<file path="config.mk">
export PLATFORM = sky130hd
export DESIGN_NAME = sim_run_watchdog
export DESIGN_NICKNAME = d
export VERILOG_FILES = /design/src/rtl/sim_run_watchdog.sv
export SDC_FILE = /design/constraint.sdc
export NUM_CORES = 1
export LEC_CHECK = 0
export ABC_AREA = 1
export CAP_MARGIN = 20
export CORE_UTILIZATION = 53
export CTS_BUF_LIST = sky130_fd_sc_hd__clkbuf_8 sky130_fd_sc_hd__clkbuf_16
export DETAILED_ROUTE_END_ITERATION = 10
export PLACE_DENSITY = 0.77
export SLEW_MARGIN = 20
export SYNTH_ARGS = -nofsm -noshare
export SYNTH_HDL_FRONTEND = slang
export SYNTH_SLANG_ARGS = --single-unit
export TNS_END_PERCENT = 1
</file>
<file path="constraint.sdc">
create_clock -name clk -period 1.7 [get_ports clk]
set_input_delay 0.425 -clock clk [delete_from_list [all_inputs] [get_ports clk]]
set_output_delay 0.425 -clock clk [all_outputs]
set_load 0.02 [all_outputs]
</file>
<file path="src/rtl/sim_run_watchdog.sv">
// rtl/sim_run_watchdog.sv - run controller and watchdog for simulation tops
//
// Sequences a test run through IDLE -> RUN -> DRAIN -> DONE. Enforces a global
// cycle timeout and per-channel idle (stall) detection, and issues a
// finish request with a pass/fail verdict.
//
// Ports:
//   clk        free-running clock
//   rst_n      asynchronous active-low reset
//   start      begin a run (sampled in IDLE or DONE)
//   stop       test-complete request (sampled in RUN)
//   activity   per-channel activity strobe
//   ch_en      per-channel monitor enable
//   state      0=IDLE 1=RUN 2=DRAIN 3=DONE
//   cycle_cnt  cycles elapsed since entering RUN
//   stall_ch   sticky per-channel stall flags
//   timeout    sticky global timeout flag
//   finish_req high while in DONE
//   pass       verdict, valid while finish_req=1
module sim_run_watchdog #(
    parameter int NUM_CH       = 4,
    parameter int CNT_W        = 32,
    parameter int MAX_CYCLES   = 12500,
    parameter int IDLE_LIMIT   = 1000,
    parameter int IDLE_W       = 16,
    parameter int DRAIN_CYCLES = 16
) (
    input  logic              clk,
    input  logic              rst_n,
    input  logic              start,
    input  logic              stop,
    input  logic [NUM_CH-1:0] activity,
    input  logic [NUM_CH-1:0] ch_en,
    output logic [1:0]        state,
    output logic [CNT_W-1:0]  cycle_cnt,
    output logic [NUM_CH-1:0] stall_ch,
    output logic              timeout,
    output logic              finish_req,
    output logic              pass
);

    localparam logic [1:0] S_IDLE  = 2'd0;
    localparam logic [1:0] S_RUN   = 2'd1;
    localparam logic [1:0] S_DRAIN = 2'd2;
    localparam logic [1:0] S_DONE  = 2'd3;

    localparam int DRAIN_W = (DRAIN_CYCLES > 1) ? $clog2(DRAIN_CYCLES) : 1;

    logic [1:0]         state_q, state_d;
    logic [CNT_W-1:0]   cycle_cnt_q, cycle_cnt_d;
    logic [NUM_CH-1:0]  stall_q, stall_d;
    logic               timeout_q, timeout_d;
    logic               finish_q, finish_d;
    logic               pass_q, pass_d;
    logic [DRAIN_W-1:0] drain_cnt_q, drain_cnt_d;
    logic [IDLE_W-1:0]  idle_cnt_q [NUM_CH];
    logic [IDLE_W-1:0]  idle_cnt_d [NUM_CH];

    logic               monitoring;
    logic               entering_run;
    logic               cnt_at_max;
    logic               drain_last;
    logic [NUM_CH-1:0]  new_stall;

    assign monitoring   = (state_q == S_RUN) || (state_q == S_DRAIN);
    assign entering_run = ((state_q == S_IDLE) || (state_q == S_DONE)) && start;
    assign cnt_at_max   = (cycle_cnt_q == CNT_W'(MAX_CYCLES - 1));
    // Only meaningful in DRAIN, which is unreachable when DRAIN_CYCLES=0.
    assign drain_last   = (int'(drain_cnt_q) == DRAIN_CYCLES - 1);

    // State and datapath registers
    always_ff @(posedge clk or negedge rst_n) begin
        if (!rst_n) begin
            state_q     <= S_IDLE;
            cycle_cnt_q <= '0;
            stall_q     <= '0;
            timeout_q   <= 1'b0;
            finish_q    <= 1'b0;
            pass_q      <= 1'b0;
            drain_cnt_q <= '0;
            for (int i = 0; i < NUM_CH; i++) begin
                idle_cnt_q[i] <= '0;
            end
        end else begin
            state_q     <= state_d;
            cycle_cnt_q <= cycle_cnt_d;
            stall_q     <= stall_d;
            timeout_q   <= timeout_d;
            finish_q    <= finish_d;
            pass_q      <= pass_d;
            drain_cnt_q <= drain_cnt_d;
            for (int i = 0; i < NUM_CH; i++) begin
                idle_cnt_q[i] <= idle_cnt_d[i];
            end
        end
    end

    // Per-channel idle monitoring. A stall is flagged from the registered
    // count, so the flag appears the cycle after the count shows IDLE_LIMIT.
    always_comb begin
        new_stall = '0;
        for (int i = 0; i < NUM_CH; i++) begin
            idle_cnt_d[i] = idle_cnt_q[i];
            if (!monitoring || activity[i] || !ch_en[i]) begin
                idle_cnt_d[i] = '0;
            end else if (idle_cnt_q[i] != IDLE_W'(IDLE_LIMIT)) begin
                idle_cnt_d[i] = idle_cnt_q[i] + IDLE_W'(1);
            end
            new_stall[i] = monitoring && ch_en[i] && !stall_q[i] &&
                           (idle_cnt_q[i] == IDLE_W'(IDLE_LIMIT));
        end
    end

    // Next-state logic: timeout beats stall, stall beats stop.
    always_comb begin
        state_d = state_q;
        case (state_q)
            S_IDLE: begin
                if (start) state_d = S_RUN;
            end
            S_RUN: begin
                if (cnt_at_max)      state_d = S_DONE;
                else if (|new_stall) state_d = S_DONE;
                else if (stop)       state_d = (DRAIN_CYCLES == 0) ? S_DONE : S_DRAIN;
            end
            S_DRAIN: begin
                // New stalls during drain only set flags; they do not end it early.
                if (cnt_at_max || drain_last) state_d = S_DONE;
            end
            default: begin
                if (start) state_d = S_RUN;
            end
        endcase
    end

    // Counters, flags and registered outputs
    always_comb begin
        cycle_cnt_d = cycle_cnt_q;
        stall_d     = stall_q;
        timeout_d   = timeout_q;
        drain_cnt_d = '0;

        if (entering_run) begin
            cycle_cnt_d = '0;
            stall_d     = '0;
            timeout_d   = 1'b0;
        end else if (monitoring) begin
            if (cycle_cnt_q != {CNT_W{1'b1}}) begin
                cycle_cnt_d = cycle_cnt_q + CNT_W'(1);
            end
            stall_d = stall_q | new_stall;
            if (cnt_at_max) timeout_d = 1'b1;
        end else if (state_q == S_IDLE) begin
            cycle_cnt_d = '0;
        end

        if (state_q == S_DRAIN) begin
            drain_cnt_d = drain_cnt_q + DRAIN_W'(1);
        end

        finish_d = (state_d == S_DONE);
        pass_d   = (state_d == S_DONE) && !timeout_d && (stall_d == '0);
    end

    assign state      = state_q;
    assign cycle_cnt  = cycle_cnt_q;
    assign stall_ch   = stall_q;
    assign timeout    = timeout_q;
    assign finish_req = finish_q;
    assign pass       = pass_q;

endmodule

</file>
Word-level counts from Yosys, hierarchy flattened
Index checks and enable logic that the tools add are counted.
{"block": "op_classes", "add_sub_neg": 6, "eq_ne": 16, "muxes": 24, "bitwise": 1, "n_reduce_logical": 45}
{"op": "16-bit 2-to-1 mux", "n": 8}
{"op": "32-bit 2-to-1 mux", "n": 4}
{"op": "16-bit by 1-bit adder with 16-bit output (second input constant)", "n": 4}
{"op": "16-bit by 10-bit equality test with 1-bit output (second input constant)", "n": 4}
{"op": "16-bit by 10-bit != test with 1-bit output (second input constant)", "n": 4}
{"op": "32-bit by 1-bit adder with 32-bit output (second input constant)", "n": 1}
{"op": "32-bit by 14-bit equality test with 1-bit output (second input constant)", "n": 1}
{"op": "32-bit != test (second input constant)", "n": 1}
{"op": "1-bit logical AND", "n": 15}
{"op": "4-bit 2-to-1 mux", "n": 3}
{"op": "1-bit logical OR", "n": 11}
{"op": "1-bit logical NOT", "n": 10}
{"op": "2-bit 2-to-1 mux", "n": 5}
{"op": "2-bit nonzero test", "n": 4}
{"op": "2-bit equality test (second input constant)", "n": 3}
{"op": "4-bit by 1-bit adder with 4-bit output (second input constant)", "n": 1}
{"op": "4-bit by 1-bit equality test with 1-bit output (second input constant)", "n": 1}
{"op": "4-bit logical NOT", "n": 1}
{"op": "4-bit OR", "n": 1}
{"op": "2-bit case mux with 2 select lines", "n": 1}
{"op": "4-bit OR reduction", "n": 1}
{"op": "1-bit 2-to-1 mux", "n": 3}
{"op": "3-bit by 1-bit != test with 1-bit output (second input constant)", "n": 1}
{"op": "3-bit nonzero test", "n": 1}
{"op": "other kinds (3)", "n": 3}
{"block": "word_totals", "ff_bits": 109, "input_bits": 12, "out_inout_bits": 41, "wordCells": 103}

Depth between registers and ports, before layout
{"block": "logic_depth", "word_depth": 12, "depth_mapped": 14}

Least setup slack after synthesis
OpenSTA, ideal clock, no wires.
{"block": "synth_path", "path_kind": "register to register", "from": "register state_q[0], in the netlist state[0]", "to": "register idle_cnt_q[53] (netlist bit)", "arrival_time_ns": 1.800, "path_slack_ns": -0.177, "path_stages_with_launch": 9, "path_cell_list": "dfrtp_1 > inv_1 > ha_1 > buf_2 > nand2_1 > nor2_1 > clkbuf_1 > o21ai_0 > a21oi_1"}
{"block": "synth_via", "elab_chain_len": 6}
{"item": "from (decl)", "line": "49", "text": "logic [1:0] state_q, state_d;"}
{"item": "from (signal assigned)", "line": "85", "text": "state_q <= state_d;"}
{"item": "2-bit by 1-bit equality test with 1-bit output or 2-bit equality test (tied branches)", "line": "65", "text": "assign monitoring = (state_q == S_RUN) || (state_q == S_DRAIN);"}
{"item": "1-bit logical OR (*)", "line": "65"}
{"item": "1-bit logical NOT (*)", "line": "104", "text": "if (!monitoring || activity[i] || !ch_en[i]) begin"}
{"item": "1-bit logical OR (*) (2 in a row)", "line": "104"}
{"item": "16-bit 2-to-1 mux or 2-bit nonzero test (tied branches)"}
{"item": "to (signal, indexed assignment)", "line": "93", "text": "idle_cnt_q[i] <= idle_cnt_d[i];"}
{"item": "to (decl)", "line": "56", "text": "logic [IDLE_W-1:0] idle_cnt_q [NUM_CH];"}
Every way passes the cells marked *; elsewhere a longest branch is shown, timed or not.
A chain may end at the register's enable or synchronous reset.

Worst setup path in the final report
{"block": "layout_path", "from": "register cycle_cnt_q[2], in the netlist cycle_cnt[2]", "to": "register cycle_cnt_q[13], in the netlist cycle_cnt[13]"}
{"block": "layout_via", "elab_chain_len": 4}
{"item": "from (decl)", "line": "50", "text": "logic [CNT_W-1:0] cycle_cnt_q, cycle_cnt_d;"}
{"item": "from (signal assigned)", "line": "86", "text": "cycle_cnt_q <= cycle_cnt_d;"}
{"item": "32-bit by 1-bit adder with 32-bit output", "line": "149", "text": "cycle_cnt_d = cycle_cnt_q + CNT_W'(1);"}
{"item": "32-bit 2-to-1 mux", "line": "148", "text": "if (cycle_cnt_q != {CNT_W{1'b1}}) begin"}
{"item": "32-bit 2-to-1 mux", "line": "147", "text": "end else if (monitoring) begin"}
{"item": "32-bit 2-to-1 mux", "line": "143", "text": "if (entering_run) begin"}
Parallel ways exist; a longest one is shown, timed or not. The select of a mux whose other input is x is not followed.

==> reports/metrics.yaml <==
status: "finished, violations left"
violations: "negative setup slack"
fin_util_pct: 71.3
hold_class: "flop to flop"
cp.arrival_ns: 2.04
grt_max_degree: 42
drtPass1Iterations: 7
die_y_um: 110
finalMaxSlewViolations: 0
worstSkewPairLatency_ns: 0.36
syn-instance-count: 830
hold_path_depth: 1
synth_area_leaders: "dfrtp_1, nand2_1, nor2_1"
place_ws_ns: -0.193
synth-seq-area-share_pct: 43.8
hold_start: "drain_cnt_q[0]$_DFF_PN0_"
syn_nets: 855
place_congestion: 0.921
synth_area_um2: 6230
worstMarginPinSlew_ns: 0.494
clk_pin_slew_ns: 0.08
relSlewSlack_pct: 66.8
grt_usage_pct: 27.2
initial_core_util_pct: 54.5
drive_gt1_share_pct: 21.8
drv_cap: 0
regToRegEndpoint: "cycle_cnt[13]$_DFFE_PN0P_"
required_ns: 1.96
synthFlopType: "dfrtp_1"
rsz0062_at_grt: "yes"
wl_um: 15900
async_reset_ff_share_pct: 100
syn_area_per_cell_um2: 7.50
hold_ws_ns: 0.471
reg2reg_depth: 8
layout_setup_ws_ns: -0.0831
r2r-start: "cycle_cnt[2]$_DFFE_PN0P_"
synth_commonest_cells: "nand2_1, nor2_1, inv_1"
grt_pass1_vias: 5653
synth_edf_count: 0
total_power_mw: 7.76
finClkSkew_ns: 0.00938
worst-path-max-fanout: 5
fillers: 924
fp.dieW_um: 110
p_leak_nw: 3.72
synth_top_cell_by_area: "dfrtp_1"
vdd_drop_max_v: 0.000930
clock_path_buffers: 2
dr.first_iter.drc_count: 366
clock.fmax_mhz: 561
period_minus_slack_ns: 1.78
ys_seq_elements: 109
critPathKind: "flop to flop"
vias: 6027
cts.sinks: 109
cts-buffers-inserted: 9
antenna_left: 0
fin_nets: 1005
synth_cell_types: 43
finalHoldViolations: 0
powerDensity_nw_per_um2: 952
htree_levels: 3
cts_tree: "done"
synth_most_common_cell: "nand2_1"
hpwl_um: 11800
fp.coreArea_um2: 11400
portBuffers: 52
grt_pass1_wl_um: 25500
synth_top_area_share_pct: 43.8
grt_overflow: 0
wl_per_cell_um: 14.1
cts_root_buf: "clkbuf_16"
vias_per_cell: 5.34
r2r_setup_slack_ns: -0.08
worst_setup_path_start_kind: "flop"
drc: 0
diodes: 0
cp-end-kind: "flop"
area_growth_pct: 30.8
yosys_warnings: 0
rows: 39
finalCritPeriodShare_pct: 105
whs_endpoint: "drain_cnt_q[0]$_DFF_PN0_"
antenna_found_initial: 0
setup_viol: 9
io_pins: 53
dieArea_um2: 12200
-- placed cells by master, fill, tap and decap left out, drive strengths merged --
| cell type | n |
|---|---|
| dlygate4sd2 | 27 |
| nor4 | 8 |
| nand2 | 171 |
| a21oi | 48 |
| dlygate4sd3 | 1 |
| inv | 117 |
| ha | 13 |
| clkinvlp | 2 |
| bufinv | 1 |
| o31ai | 7 |
| xor2 | 18 |
| a211oi | 2 |
| a22oi | 1 |
| a2bb2oi | 2 |
| nand3b | 3 |
| o21bai | 1 |
| clkbuf | 13 |
| clkdlybuf4s50 | 10 |
| nand4 | 23 |
| a221oi | 1 |
| nor3b | 4 |
| clkinv | 1 |
| nand3 | 43 |
| a31oi | 5 |
| nor2 | 122 |
| nor3 | 40 |
| and2 | 1 |
| xnor2 | 6 |
| clkdlybuf4s15 | 10 |
| o22ai | 8 |
| dfrtp | 109 |
| buf | 101 |
| or2 | 2 |
| o21a | 3 |
| o21ai | 60 |
| o221a | 1 |
-- worst max-delay path: stages, from the launching register on --
cell and delay [ns]:
dfrtp_1 0.38, buf_4 0.15, inv_2 0.07, nor3_4 0.26
nand3_1 0.22, nor2_1 0.18, buf_4 0.13, xnor2_1 0.06
o31ai_1 0.24
-- worst max path at each step --
stage / from / end / slack, ns / cells past startpoint
2_1_floorplan: state[0]$_DFF_PN0_ / pass$_DFF_PN0_ / -0.01 / 13
3_5_place_dp: start / pass$_DFF_PN0_ / -0.19 / 9
6_report: cycle_cnt[2]$_DFFE_PN0P_ / cycle_cnt[13]$_DFFE_PN0P_ / -0.08 / 8
5_1_grt: cycle_cnt[19]$_DFFE_PN0P_ / pass$_DFF_PN0_ / -0.23 / 11
3_3_place_gp: start / pass$_DFF_PN0_ / -0.14 / 9
4_1_cts: cycle_cnt[2]$_DFFE_PN0P_ / cycle_cnt[13]$_DFFE_PN0P_ / -0.07 / 8
-- per-stage QoR --
stage               setup TNS (ns)  instances  cell area (um^2)
floorplan                 -0.00954        830              6250
global placement             -1.81       1101              7560
detailed placement           -3.23       1101              7560
CTS                         -0.283       1120              7870
global route                 -3.71       1128              8150
finish                      -0.452       1128              8150
-- metal layers --
layer	up-vias	part of all wire, %	track usage (%)
li1	3033	-	-
met1	2814	45	34.7
met2	160	49	46.5
met3	20	4.3	5.53
met4	0	1.7	7.99
met5	-	0	0
-- logic make-up after synthesis --
family / synth area share, %
simple gates: 29.7
compound gates: 12.4
buf+inv: 8.10
flops: 43.8
xor+xnor: 3.38
fa+ha+maj: 2.61
-- flip-flops by register name (all words and copies together) (netlist names) --
name	count
cycle_cnt	32
drain_cnt_q	4
finish_req	1
idle_cnt_q	64
pass	1
stall_ch	4
state	2
timeout	1
-- area by class of cell --
class | instances | area [um^2] | share of cell area [%]
Clock buffer | 10 | 239 | 2.93
Timing Repair Buffer | 152 | 1270 | 15.6
Inverter | 115 | 439 | 5.39
Sequential cell | 109 | 2740 | 33.6
Clock inverter | 6 | 62.6 | 0.768
Multi-Input combinational cell | 593 | 3220 | 39.5
Tap cell | 143 | 179 | 2.20
-- repair_timing --
item	CTS	global route
endpoints found under the hold margin	12	0
pin swaps	2	28
gates resized for setup	51	91
hold buffers	1	0
buffers inserted	2	8
setup endpoints to repair	53	71
-- power by group --
group / switching (mW) / internal [mW] / leakage, nW
Combinational: 1.69 / 1.09 / 2.07
Sequential: 0.0972 / 2.73 / 1.50
Clock: 0.969 / 1.18 / 0.146
Total: 2.75 / 5.01 / 3.72
Power figures use the tool's default switching activity.
